**config.mk**
```make
export PLATFORM = sky130hd
export DESIGN_NAME = coproc_host_bridge
export DESIGN_NICKNAME = d
export VERILOG_FILES = /design/src/rtl/coproc_pkg.sv /design/src/rtl/coproc_elem_buffer.sv /design/src/rtl/coproc_host_bridge.sv
export SDC_FILE = /design/constraint.sdc
export NUM_CORES = 2
export LEC_CHECK = 0
export BUFFER_PORTS_ARGS = -buffer_cell sky130_fd_sc_hd__buf_2
export CORE_MARGIN = 4
export CORE_UTILIZATION = 40
export CTS_BUF_LIST = sky130_fd_sc_hd__clkbuf_2 sky130_fd_sc_hd__clkbuf_4 sky130_fd_sc_hd__clkbuf_8
export DETAILED_ROUTE_END_ITERATION = 12
export PLACE_DENSITY_LB_ADDON = 0.15
export SLEW_MARGIN = 20
export SYNTH_ARGS = -nofsm -noshare
export SYNTH_HDL_FRONTEND = slang
export SYNTH_SLANG_ARGS = --single-unit
export TNS_END_PERCENT = 20
```
**constraint.sdc**
```tcl
create_clock -name clk -period 22.9 [get_ports clk]
set_clock_uncertainty 0.2 [all_clocks]
set_input_delay 4.58 -clock clk [delete_from_list [all_inputs] [get_ports clk]]
set_output_delay 4.58 -clock clk [all_outputs]
set_load 0.005 [all_outputs]
```
**src/rtl/coproc_pkg.sv**
```systemverilog
// rtl/coproc_pkg.sv - command codes, FSM states and sizes shared by the coprocessor host bridge
package coproc_pkg;

  localparam int MAT_W  = 200;
  localparam int N_ELEM = 25;

  localparam logic [2:0] CMD_NOP      = 3'b000;
  localparam logic [2:0] CMD_LOAD_A   = 3'b001;
  localparam logic [2:0] CMD_LOAD_B   = 3'b010;
  localparam logic [2:0] CMD_EXEC     = 3'b011;
  localparam logic [2:0] CMD_READ_RES = 3'b100;
  localparam logic [2:0] CMD_CLEAR    = 3'b101;

  localparam logic [2:0] OP_SOMA     = 3'b000;
  localparam logic [2:0] OP_SUB      = 3'b001;
  localparam logic [2:0] OP_MULT     = 3'b010;
  localparam logic [2:0] OP_MULT_ESC = 3'b011;
  localparam logic [2:0] OP_DET      = 3'b100;
  localparam logic [2:0] OP_TRANSP   = 3'b101;
  localparam logic [2:0] OP_OPOSTA   = 3'b110;

  localparam logic [1:0] SZ_M2 = 2'b00;
  localparam logic [1:0] SZ_M3 = 2'b01;
  localparam logic [1:0] SZ_M4 = 2'b10;
  localparam logic [1:0] SZ_M5 = 2'b11;

  typedef enum logic [1:0] {
    ST_IDLE    = 2'd0,
    ST_ISSUE   = 2'd1,
    ST_WAIT    = 2'd2,
    ST_CAPTURE = 2'd3
  } bridge_state_t;

  function automatic logic idx_valid(input logic [4:0] idx);
    return idx < 5'(N_ELEM);
  endfunction

endpackage

```
**src/rtl/coproc_elem_buffer.sv**
```systemverilog
// rtl/coproc_elem_buffer.sv - 25x8 element buffer, byte write by index or full flat load, flat and byte read
module coproc_elem_buffer #(
  parameter int MAT_W  = 200,
  parameter int N_ELEM = 25
) (
  input  logic             clk,
  input  logic             rst,
  input  logic             i_clr,
  input  logic             i_wr,
  input  logic [4:0]       i_wr_idx,
  input  logic [7:0]       i_wr_data,
  input  logic             i_load,
  input  logic [MAT_W-1:0] i_load_flat,
  input  logic [4:0]       i_rd_idx,
  output logic [7:0]       o_rd_byte,
  output logic [MAT_W-1:0] o_flat
);

  logic [MAT_W-1:0] r_flat;

  // Element 0 sits in the top byte (row-major, MSB first).
  always_ff @(posedge clk or posedge rst) begin
    if (rst) begin
      r_flat <= '0;
    end else if (i_clr) begin
      r_flat <= '0;
    end else if (i_load) begin
      r_flat <= i_load_flat;
    end else if (i_wr) begin
      for (int e = 0; e < N_ELEM; e++) begin
        if (i_wr_idx == e[4:0]) r_flat[MAT_W-1-8*e -: 8] <= i_wr_data;
      end
    end
  end

  always_comb begin
    o_rd_byte = '0;
    for (int e = 0; e < N_ELEM; e++) begin
      if (i_rd_idx == e[4:0]) o_rd_byte = r_flat[MAT_W-1-8*e -: 8];
    end
  end

  assign o_flat = r_flat;

endmodule

```
**src/rtl/coproc_host_bridge.sv**
```systemverilog
// rtl/coproc_host_bridge.sv - HPS command front end driving the coprocessor start/ready handshake
// Optional irq output enabled by defining COPROC_BRIDGE_IRQ_EN.
module coproc_host_bridge #(
  parameter int MAT_W          = 200,
  parameter int TIMEOUT_CYCLES = 4096
) (
  input  logic             clk,
  input  logic             rst,
  input  logic [31:0]      cmd_word,
  input  logic             cmd_wr,
  output logic [31:0]      rd_data,
`ifdef COPROC_BRIDGE_IRQ_EN
  output logic             irq,
`endif
  output logic [MAT_W-1:0] cp_matrix1,
  output logic [MAT_W-1:0] cp_matrix2,
  output logic [4:0]       cp_instruction,
  output logic             cp_start,
  input  logic [MAT_W-1:0] cp_result,
  input  logic             cp_ready,
  input  logic             cp_overflow
);
  import coproc_pkg::*;

  localparam int CW = $clog2(TIMEOUT_CYCLES + 1);
  localparam logic [CW-1:0] TO_LAST = CW'(TIMEOUT_CYCLES - 1);

  bridge_state_t r_state, w_next;
  logic          r_ready_q, r_done, r_ovf, r_err, r_ovf_cap;
  logic [CW-1:0] r_cnt;
  logic [4:0]    r_instr, r_rd_idx;
  logic [7:0]    r_rd_byte;

  logic [2:0] w_op;
  logic [4:0] w_idx;
  logic [7:0] w_data, w_res_byte, w_a_byte, w_b_byte;
  logic [MAT_W-1:0] w_res_flat;
  logic w_busy, w_idx_ok, w_rdy_edge;
  logic w_load_a, w_load_b, w_exec, w_read, w_clear, w_illegal;
  logic w_exec_go, w_cmd_err, w_start, w_capture, w_timeout;
  logic w_unused;

  assign w_op     = cmd_word[31:29];
  assign w_idx    = cmd_word[28:24];
  assign w_data   = cmd_word[7:0];
  assign w_unused = ^{cmd_word[23:8], w_a_byte, w_b_byte, w_res_flat};

  assign w_busy     = (r_state != ST_IDLE);
  assign w_idx_ok   = idx_valid(w_idx);
  assign w_rdy_edge = cp_ready & ~r_ready_q;

  assign w_load_a  = cmd_wr & (w_op == CMD_LOAD_A);
  assign w_load_b  = cmd_wr & (w_op == CMD_LOAD_B);
  assign w_exec    = cmd_wr & (w_op == CMD_EXEC);
  assign w_read    = cmd_wr & (w_op == CMD_READ_RES);
  assign w_clear   = cmd_wr & (w_op == CMD_CLEAR);
  assign w_illegal = cmd_wr & w_op[2] & w_op[1];

  assign w_exec_go = w_exec & ~w_busy;
  assign w_cmd_err = ((w_load_a | w_load_b | w_exec) & w_busy)
                   | ((w_load_a | w_load_b | w_read) & ~w_idx_ok)
                   | w_illegal;

  always_ff @(posedge clk or posedge rst) begin
    if (rst) r_state <= ST_IDLE;
    else     r_state <= w_next;
  end

  // cp_start falls combinationally in the cycle the ready edge is seen.
  always_comb begin
    w_next    = r_state;
    w_start   = 1'b0;
    w_capture = 1'b0;
    w_timeout = 1'b0;
    case (r_state)
      ST_IDLE:    if (w_exec_go) w_next = ST_ISSUE;
      ST_ISSUE: begin
        w_start = 1'b1;
        w_next  = ST_WAIT;
      end
      ST_WAIT: begin
        if (w_rdy_edge) begin
          w_capture = 1'b1;
          w_next    = ST_CAPTURE;
        end else begin
          w_start = 1'b1;
          if (r_cnt == TO_LAST) begin
            w_timeout = 1'b1;
            w_next    = ST_IDLE;
          end
        end
      end
      ST_CAPTURE: w_next = ST_IDLE;
      default:    w_next = ST_IDLE;
    endcase
    if (w_clear) begin
      w_next    = ST_IDLE;
      w_start   = 1'b0;
      w_capture = 1'b0;
      w_timeout = 1'b0;
    end
  end

  always_ff @(posedge clk or posedge rst) begin
    if (rst) begin
      r_ready_q <= 1'b0;
      r_cnt     <= '0;
      r_instr   <= '0;
      r_ovf_cap <= 1'b0;
      r_done    <= 1'b0;
      r_ovf     <= 1'b0;
      r_err     <= 1'b0;
      r_rd_idx  <= '0;
      r_rd_byte <= '0;
    end else begin
      r_ready_q <= cp_ready;
      if (r_state == ST_ISSUE)     r_cnt <= '0;
      else if (r_state == ST_WAIT) r_cnt <= r_cnt + CW'(1);
      if (w_exec_go) r_instr   <= cmd_word[4:0];
      if (w_capture) r_ovf_cap <= cp_overflow;
      if (w_clear) begin
        r_ovf_cap <= 1'b0;
        r_done    <= 1'b0;
        r_ovf     <= 1'b0;
        r_err     <= 1'b0;
        r_rd_idx  <= '0;
        r_rd_byte <= '0;
      end else begin
        if (w_exec_go) begin
          r_done <= 1'b0;
          r_ovf  <= 1'b0;
          r_err  <= 1'b0;
        end
        if (w_cmd_err | w_timeout) r_err <= 1'b1;
        if (r_state == ST_CAPTURE) begin
          r_done <= 1'b1;
          r_ovf  <= r_ovf_cap;
        end
        if (w_read) begin
          r_rd_idx  <= w_idx;
          r_rd_byte <= w_res_byte;
        end
      end
    end
  end

`ifdef COPROC_BRIDGE_IRQ_EN
  logic r_irq;

  always_ff @(posedge clk or posedge rst) begin
    if (rst)                                       r_irq <= 1'b0;
    else if (w_clear)                              r_irq <= 1'b0;
    else if ((r_state == ST_CAPTURE) | w_timeout)  r_irq <= 1'b1;
    else if (w_read | w_exec)                      r_irq <= 1'b0;
  end

  assign irq = r_irq;
`endif

  coproc_elem_buffer #(.MAT_W(MAT_W), .N_ELEM(N_ELEM)) u_buf_a (
    .clk(clk), .rst(rst), .i_clr(w_clear),
    .i_wr(w_load_a & ~w_busy & w_idx_ok), .i_wr_idx(w_idx), .i_wr_data(w_data),
    .i_load(1'b0), .i_load_flat('0), .i_rd_idx(5'd0),
    .o_rd_byte(w_a_byte), .o_flat(cp_matrix1)
  );

  coproc_elem_buffer #(.MAT_W(MAT_W), .N_ELEM(N_ELEM)) u_buf_b (
    .clk(clk), .rst(rst), .i_clr(w_clear),
    .i_wr(w_load_b & ~w_busy & w_idx_ok), .i_wr_idx(w_idx), .i_wr_data(w_data),
    .i_load(1'b0), .i_load_flat('0), .i_rd_idx(5'd0),
    .o_rd_byte(w_b_byte), .o_flat(cp_matrix2)
  );

  coproc_elem_buffer #(.MAT_W(MAT_W), .N_ELEM(N_ELEM)) u_buf_res (
    .clk(clk), .rst(rst), .i_clr(w_clear),
    .i_wr(1'b0), .i_wr_idx(5'd0), .i_wr_data(8'd0),
    .i_load(w_capture), .i_load_flat(cp_result), .i_rd_idx(w_idx),
    .o_rd_byte(w_res_byte), .o_flat(w_res_flat)
  );

  assign cp_start       = w_start;
  assign cp_instruction = r_instr;
  assign rd_data        = {r_done, w_busy, r_ovf, r_err, 7'd0, r_rd_idx, 8'd0, r_rd_byte};

endmodule

```
==> summary.txt <==
Placed Instances: 3796
First drt pass iteration count: 7
Via/cell ratio: 5.40
Post-CTS Hold Fix Bufs: 0
Nets@finish: 3277
Wl on met1: 39000 µm
RSZ-0062 raised after global routing: false
Layout cell share with drive strength beyond 1: 42.3%
Hold Crit Class: flop to flop
Max Cap Viol: 0
Setup Buffers After CTS: 0
Yosys reg bits: 638
Post-cts sizing count: 0
Number of flops mapped to enable cells by yosys: 0
Worst Setup Start Kind: primary input
Slowest-stage cell, CP: nor2_1
Max-slew violations: 0
PnR worst setup slack: 12310 ps
# setup viols final: 0
Port Buffers: 643
Worst flop-to-flop path startpoint: r_state[0]$_DFFE_PP0P_
Worst-Skew Late Latency: 710 ps
Commonest non-fill, non-tap cell in the layout: buf_2
VDD IR max: 0.0000500 V
Initial antenna violation count: 8
CP Data Arrival Time: 5810 ps
Top cell type's share of synthesized area: 58.2%
Crit path buf inv count: 2
Design Area, Final: 0.0336 mm²
Largest net degree at the start of global routing: 202
Die Y: 270 µm
Via count: 21600
Gr usage total: 27.0%
R2r setup slk: 19570 ps
Most frequent cells in the layout: buf_2, dfrtp_1, nand2_1, mux2_2, a21oi_1
Core footprint: 0.0675 mm²
Slew margin rel.: 24.9%
Global-route wire length before repair: 150000 µm
Post-DR wirelength/cell: 25.0 µm
Synth area leaders: dfrtp_1, mux2_2, nand2_1
Final Hold Fails: 0
Crit-path max FO: 21
Synth Area per Inst: 11.3 µm²
Root buffer cell: clkbuf_8
Power per Cell Area: 103 mW/mm²
WHS Endpoint: u_buf_a.o_flat[36]$_DFFE_PP0P_
Inserted Clock Buffers: 109
Crit Path Class: primary input to output port
Reg2Reg Depth: 8
Primary FF master, synth: dfrtp_1
Hold WS: 279 ps
F_max: 0.0944 GHz
P_leak: 16.8 nW
Initial core utilization: 40.6%
Post-synthesis sequential area ratio: 58.2%
Drt total wl: 100000 µm
Status: complete, no violations
Ys Warns: 0
Critical path, cell by cell: buf_2 > and2b_1 > nand3_4 > nand2_1 > nor2_1 > buf_2
H-tree depth: 3
Clock Sinks: 638
Post-synthesis cell area: 0.0274 mm²
Fin crit period: 10590 ps
Final core utilization: 49.8%
Grt total ovfl: 0
Yosys cell types: 68
Async set-reset flop share out of synthesis: 100%
Die area: 0.0728 mm²
Layout area overhead: 22.6%
Worst R2R End: u_buf_res.o_flat[156]$_DFFE_PP0P_
Place WS: 12170 ps
Most common cell on crit path: buf_2
CP delay by family, top: simple AND/OR/NAND/NOR gates
Drt first-iter violations: 1889
Crit. End Element: output port
Synth area leader: dfrtp_1
Final instance count without filler cells: 3998
Hold path startpoint: u_buf_a.o_flat[36]$_DFFE_PP0P_
DP Wirelength: 70900 µm
Drt drc: 0
Fin Setup TNS: 0 ps
TritonCTS clock tree: yes
Dpl cell area: 0.0312 mm²
Mapped Cells: 2422
Rows: 95
Final Cycle Share: 46.2%
Die W: 270 µm
CP required: 18120 ps
Placer Congestion: 0.892
Pwr Total: 3.45 mW
Clk pin slew, worst setup/hold paths: 60 ps
Worst hold path cell count: 2
Met3 wire length: 8660 µm
Metal2 WL: 48500 µm
Number of global-route vias before repair: 22900
Top-Level Pins: 675
Worst Tran Pin Value: 1120 ps
Clock Tree Buf Depth: 3
Crit path largest cell delay: 310 ps
Final ANT Viol Nets: 0
Top layer in use: met5
==> flip-flops by register name (all words and copies together), names as in the netlist <==
name / flops
r_ready_q: 1
r_rd_idx: 5
r_ovf_cap: 1
r_ovf: 1
u_buf_res.o_flat: 200
r_done: 1
u_buf_b.o_flat: 200
r_state: 2
r_err: 1
r_rd_byte: 8
cp_instruction: 5
r_cnt: 13
u_buf_a.o_flat: 200
==> layer usage <==
layer	global-route usage, %	vias to the layer above
met1	32.8	11000
met3	8.50	171
met2	45.0	866
li1	-	9518
met4	10.6	4
met5	0	-
==> worst max path at each step <==
stage	startpoint	slack [ps]	cells past startpoint	end
CTS	cmd_word[30]	12170	6	cp_start
global route	cmd_word[30]	12170	6	cp_start
finish	cmd_word[30]	12310	6	cp_start
detailed placement	cmd_word[30]	12170	6	cp_start
global placement	cmd_word[30]	12190	6	cp_start
floorplan	rst	250	1	cp_instruction[0]$_DFFE_PP0P_
==> cells in the mapped netlist, drive strengths merged, types with 7 or more instances <==
library cell  count
mux2i            11
inv              14
nand4            10
clkbuf          112
or2               7
nand2           522
nand2b           15
dfrtp           638
nand3            30
a22oi            21
o21ai            66
a21oi           281
nor2b            16
a32oi             8
nor2             81
buf              75
o22ai            13
and2             13
and3              7
mux2            377
nor3             14
==> worst register-to-register path, stage by stage (launching register included) <==
cell     delay [ps]
dfrtp_1         430
inv_1            90
ha_1            250
inv_1           120
or2_4           420
buf_16          340
buf_4           980
nand2_1         230
a21oi_1         180
==> final cells by class <==
type / count / area [µm²]
Clock buffer: 171 / 2120
Inverter: 14 / 60.1
Tap cell: 873 / 1090
Antenna cell: 5 / 12.5
Timing Repair Buffer: 675 / 3510
Sequential cell: 638 / 16000
Clock inverter: 25 / 228
Multi-Input combinational cell: 1597 / 10600
Fill cell: 6283 / 33900
==> cells by family after synthesis <==
| group | share of synthesized area (%) |
|---|---|
| xor gates and xnor gates | 0.224 |
| muxes | 16.0 |
| other | 0.0137 |
| DFF | 58.2 |
| adders and majority gates | 0.228 |
| buffers and inverters | 3.35 |
| AOI/OAI and AO/OA | 10.4 |
| and+or+nand+nor | 11.6 |
==> report_power, final <==
group	internal, mW	switching (mW)	total (mW)
Clock	0.606	0.486	1.09
Combinational	0.337	0.414	0.751
Sequential	1.43	0.180	1.61
No activity file was read; power rests on OpenSTA's default activity.
